--- config.mk ---
export PLATFORM = sky130hd
export DESIGN_NAME = register_file
export DESIGN_NICKNAME = d
export VERILOG_FILES = /design/src/rtl/register_file_pkg.sv /design/src/rtl/register_file.sv
export SDC_FILE = /design/constraint.sdc
export NUM_CORES = 2
export LEC_CHECK = 0
export CAP_MARGIN = 25
export CORE_MARGIN = 2
export CORE_UTILIZATION = 53
export CTS_CLUSTER_DIAMETER = 100
export DETAILED_ROUTE_END_ITERATION = 8
export MAX_ROUTING_LAYER = met4
export PLACE_DENSITY = 0.78
export SETUP_SLACK_MARGIN = 0.3
export SYNTH_ARGS = -nofsm -noshare
export SYNTH_HDL_FRONTEND = slang
export SYNTH_SLANG_ARGS = --single-unit
--- constraint.sdc ---
create_clock -name clk -period 3.7 [get_ports clk]
set_clock_uncertainty 0.1 [all_clocks]
set_input_delay 0.74 -clock clk [delete_from_list [all_inputs] [get_ports clk]]
set_output_delay 0.74 -clock clk [all_outputs]
set_load 0.02 [all_outputs]
--- src/rtl/register_file_pkg.sv ---
// Shared processor constants: register width, index width and register count.
package register_file_pkg;

    localparam int DATA_WIDTH = 32;
    localparam int ADDR_WIDTH = 5;
    localparam int NUM_REGS   = 2 ** ADDR_WIDTH;

endpackage : register_file_pkg

--- src/rtl/register_file.sv ---
// Two-read, one-write register file with x0 hardwired to zero.
// Reads are combinational; writes and the synchronous clear land on the rising clock edge.
module register_file #(
    parameter int DATA_WIDTH = register_file_pkg::DATA_WIDTH,
    parameter int ADDR_WIDTH = register_file_pkg::ADDR_WIDTH
) (
    input  logic                  clk,
    input  logic                  reset,
    input  logic [ADDR_WIDTH-1:0] rs1,
    input  logic [ADDR_WIDTH-1:0] rs2,
    input  logic [ADDR_WIDTH-1:0] rd,
    input  logic [DATA_WIDTH-1:0] write_data,
    input  logic                  reg_write,
    output logic [DATA_WIDTH-1:0] read_data1,
    output logic [DATA_WIDTH-1:0] read_data2
);

    localparam int NREGS = 2 ** ADDR_WIDTH;

    logic [DATA_WIDTH-1:0] registers [NREGS];

    // Reset wins over a simultaneous write; writes to index 0 are dropped so x0 stays zero.
    always_ff @(posedge clk) begin
        if (reset) begin
            for (int i = 0; i < NREGS; i++) begin
                registers[i] <= '0;
            end
        end else if (reg_write && (rd != '0)) begin
            registers[rd] <= write_data;
        end
    end

    // No write-through: a same-index read shows the old value until the edge.
    assign read_data1 = (rs1 == '0) ? '0 : registers[rs1];
    assign read_data2 = (rs2 == '0) ? '0 : registers[rs2];

endmodule : register_file

Word-level counts from Yosys, hierarchy flattened
Memories as Yosys holds them, arrays and structs flattened. Index checks and enable logic that the tools add are counted.

Output and inout port bits: 64. Input port bits: 50. Memories kept: 1. RAM bits: 1024. Register bits after elaboration: 0. Logic and storage cells: 16. ROM bits: 0. Bits in latches: 0.

Magnitude comparators: 0. Reduce and logical (&&, ||, !) cells: 5. Bitwise logic cells: 0. $mul: 0. Eq/ne operators: 0. Shifts and indexed selects: 0. Div/mod/pow operators: 0. Muxes and demuxes: 10. Add/subtract/negate cells: 0.

Memories: registers (depth 32, bits a word 32, rd ports 2, clocked after memory_dff 0, wr ports 32, RTL line register_file.sv:20) `logic [DATA_WIDTH-1:0] registers [NREGS];`.

Operator list (count): $mux 32 (3); $reduce_or 32->1 (1); $logic_not 5->1 (2); $mux 1 (6); $mux 5 (1); $reduce_bool 5->1 (1); $logic_and 1x1->1 (1).

Depth between registers and ports, before layout
Word-level depth: 7. Gate-level depth with buffers: 9. Mapped depth without buffers: 4.

Worst setup path before layout
Ideal clock, no wire load.

Path type: input to output. Start: in rs2[0]. End: out read_data2[30]. Path slack: 0.129 ns. Stages: 6. Data required time: 2.860 ns. Arrival: 2.731 ns. Cell sequence: buf_2 buf_6 buf_4 mux4_2 mux2i_1 a2111oi_0.

Longest elaborated chain between the ends: 2. Elaborated cells between the ends (all ways): 3.

RTL lines: start, declared (RTL line register_file.sv:10) `input logic [ADDR_WIDTH-1:0] rs2,`; $mem_v2 32x32 / $logic_not 5->1 (equally long branches); $mux 32 (*) (RTL line register_file.sv:35) `assign read_data2 = (rs2 == '0) ? '0 : registers[rs2];`; end, declared (RTL line register_file.sv:15) `output logic [DATA_WIDTH-1:0] read_data2`.

Mark *: on every way between the ends. The rest lies on a longest branch, timed or not.

Final worst setup path
Start: in rs2[0]. End: out read_data2[17].

The elaborated chain is that of the path after synthesis.

==> metrics.md <==
| Metric | Value |
|---|---|
| Routed len/inst | 34.9 µm |
| Die W | 324 µm |
| Synth Register Bits | 1024 |
| Sequential element share of the synthesized area | 56.7% |
| DRT iter0 DRCs | 7202 |
| Initial core utilization | 53.4% |
| TritonCTS Sinks | 1024 |
| TritonCTS clock tree | yes |
| Worst setup endpoint | read_data2[17] |
| Hold-fix buffers, CTS | 0 |
| Largest net degree at the start of global routing | 35 |
| IO Count | 114 |
| Failing checks | design-rule violations, negative setup slack |
| Total number of vias | 38400 |
| Count leader, synth | edfxtp_1 |
| Leakage | 24.7 nW |
| Vias in the first global route | 37500 |
| Critical path type | primary input to output pin |
| DRC | 4 |
| Top reg by flops | registers |
| Critical path depth in cells | 9 |
| GR Util All Layers | 36.6% |
| Antenna-violating nets left | 0 |
| CP peak stage delay | 0.51 ns |
| CP Cell Sequence | buf_16 > buf_16 > buf_16 > mux4_2 > a22o_1 > a2111oi_4 > nor3_4 > buf_4 > buf_6 |
| DP HPWL | 111 mm |
| Root Driver | clkbuf_16 |
| Max cap viols | 0 |
| Status | complete, but fails checks |
| Hold/Removal Path Class | primary input to flip-flop |
| Total grt overflow | 0 |
| Final setup fails | 6 |
| Placed cell areas | 60000 µm² |
| Slowest-stage cell, CP | a2111oi_4 |
| Buf/Inv on CP | 5 |
| Final-report hold violation count | 0 |
| Setup repair after global routing missed its margin | true |
| Die Span Y | 324 µm |
| CP dominant cell by count | buf_16 |
| Fmax | 267 MHz |
| Max FFs per register | 1024 |
| WL final | 190 mm |
| Slew Viols, Final | 0 |
| Worst slew pin tran | 1.13 ns |
| Startpoint class of the critical path | primary input |
| Worst EP arrival | 2.90 ns |
| GPL Wtd Cong | 0.938 |
| Crit share post-route | 101% |
| Core Area | 102000 µm² |
| Top post-synthesis cells by area | edfxtp_1, mux4_2, and2_1 |
| I/O Buffers | 113 |
| Clock-pin slew on the worst setup and hold paths | 0.06 ns |
| Post-Syn Area | 54300 µm² |
| Via density | 7.04 |
| Initial antenna violation count | 9 |
| Max_slew headroom | 24.1% |
| Fin crit period | 3.74 ns |
| Top cell type by total area after synthesis | edfxtp_1 |
| Crit path required time | 2.86 ns |
| Clk buf depth | 3 |
| Gate count of the mapped netlist | 3502 |
| Die area | 105000 µm² |
| Asr flop ratio synth | 0% |
| Delay-heaviest family, CP | compound AO/OA/AOI/OAI gates |
| Top-area cell type share of the netlist area | 56.7% |
| Main synth FF type | edfxtp_1 |
| Fin util | 68.0% |
| Fin area | 69100 µm² |
| Avg Inst Size Synth | 15.5 µm² |
| Power density cells | 439 nW/µm² |
| Yosys cell types | 42 |
| Setup WS post-layout | -0.0434 ns |
| NumNets Final | 4033 |
| Max rail drop VDD | 0.000423 V |
| Synth Warn # | 0 |
| Area delta synth->final | 27.4% |
| CP max FO | 7 |
| Largest regs | registers: 1024 flops |
| Worst Setup SP | rs2[0] |
| Share of cells above drive strength 1 | 40.4% |
| First-pass GRT wire length | 264 mm |
| CP endpoint kind | output pin |
| Most frequent cells after synthesis | edfxtp_1, and2_1, mux4_2, clkbuf_1, mux2i_1 |
| DR pass1 iterations | 8 |
| H-tree Lvls | 3 |
| Number of flops mapped to enable cells by yosys | 1024 |
| TritonCTS Buffers | 105 |
| Rows | 117 |
| Setup tns final | -0.136 ns |
## routing by layer
layer	up-vias	wire length, µm	global-route usage (%)
li1	14600	-	-
met1	19000	61200	46.0
met2	3878	86300	55.0
met3	895	27400	8.14
met4	0	15300	21.8
met5	-	0	-
## cell families after synthesis
logic type	Yosys count	synth area share [%]
AND/OR/NAND/NOR	1177	13.3
flip-flops	1024	56.7
multiplexers	652	23.0
buffers and inverters	389	3.35
AO/OA/AOI/OAI	259	3.65
other	1	0.00691
## worst min path at each step
stage,startpoint,endpoint,slack [ns],depth (start not counted)
after global routing,reset,registers[0][0]$_SDFFCE_PN0P_,0.53,2
after detailed placement,reset,registers[0][4]$_SDFFCE_PN0P_,1.25,2
after CTS,reset,registers[0][3]$_SDFFCE_PN0P_,0.55,2
after global placement,reset,registers[0][4]$_SDFFCE_PN0P_,1.24,2
after floorplan,write_data[31],registers[1][31]$_SDFFCE_PN0P_,0.84,1
final,reset,registers[0][4]$_SDFFCE_PN0P_,0.55,2
## placed cells by master, fill, tap and decap left out, types with 38 or more instances in the layout
| cell | instances |
|---|---|
| clkbuf_16 | 118 |
| mux4_2 | 472 |
| buf_4 | 385 |
| a2111oi_4 | 48 |
| edfxtp_1 | 1024 |
| and2_1 | 994 |
| o22ai_2 | 44 |
| buf_12 | 116 |
| buf_6 | 105 |
| clkdlybuf4s50_1 | 38 |
| buf_16 | 42 |
| mux2i_1 | 139 |
| a22o_1 | 40 |
| o22ai_1 | 42 |
## through the flow
stage	std cells	setup WS, ns	total power [mW]	hold slack, ns
2_1_floorplan	3533	0.330	16.0	0.838
3_3_place_gp	5054	-1.13	17.8	1.24
3_5_place_dp	5059	-1.19	17.9	1.25
4_1_cts	5346	0.00496	29.7	0.547
5_1_grt	5448	-0.0381	30.9	0.534
6_report	5453	-0.0434	30.3	0.546
## report_power, final
part | leakage [nW] | total (mW) | internal, mW | switching (mW)
Combinational | 13.2 | 5.01 | 2.43 | 2.58
Sequential | 9.75 | 13.8 | 13.4 | 0.387
Clock | 1.80 | 11.5 | 6.91 | 4.63
Total | 24.7 | 30.3 | 22.8 | 7.59
## area by class of cell
cell class	instances	area [µm²]
multi-input cells	2120	24200
flip-flops and latches	1024	30700
clock inverters	74	953
diodes	14	35.0
clock buffers	121	2750
fillers	6228	32500
inverters	2	7.51
well taps	1368	1710
repair buffers	730	8700
## repair_timing
| action | in CTS | in global routing |
|---|---|---|
| pin swaps | 111 | 85 |
| setup endpoints to repair | 64 | 64 |
| gates resized for setup | 693 | 234 |
| cloned | 23 | 7 |
| buffers inserted | 69 | 71 |
No activity file was read; power rests on OpenSTA's default activity.
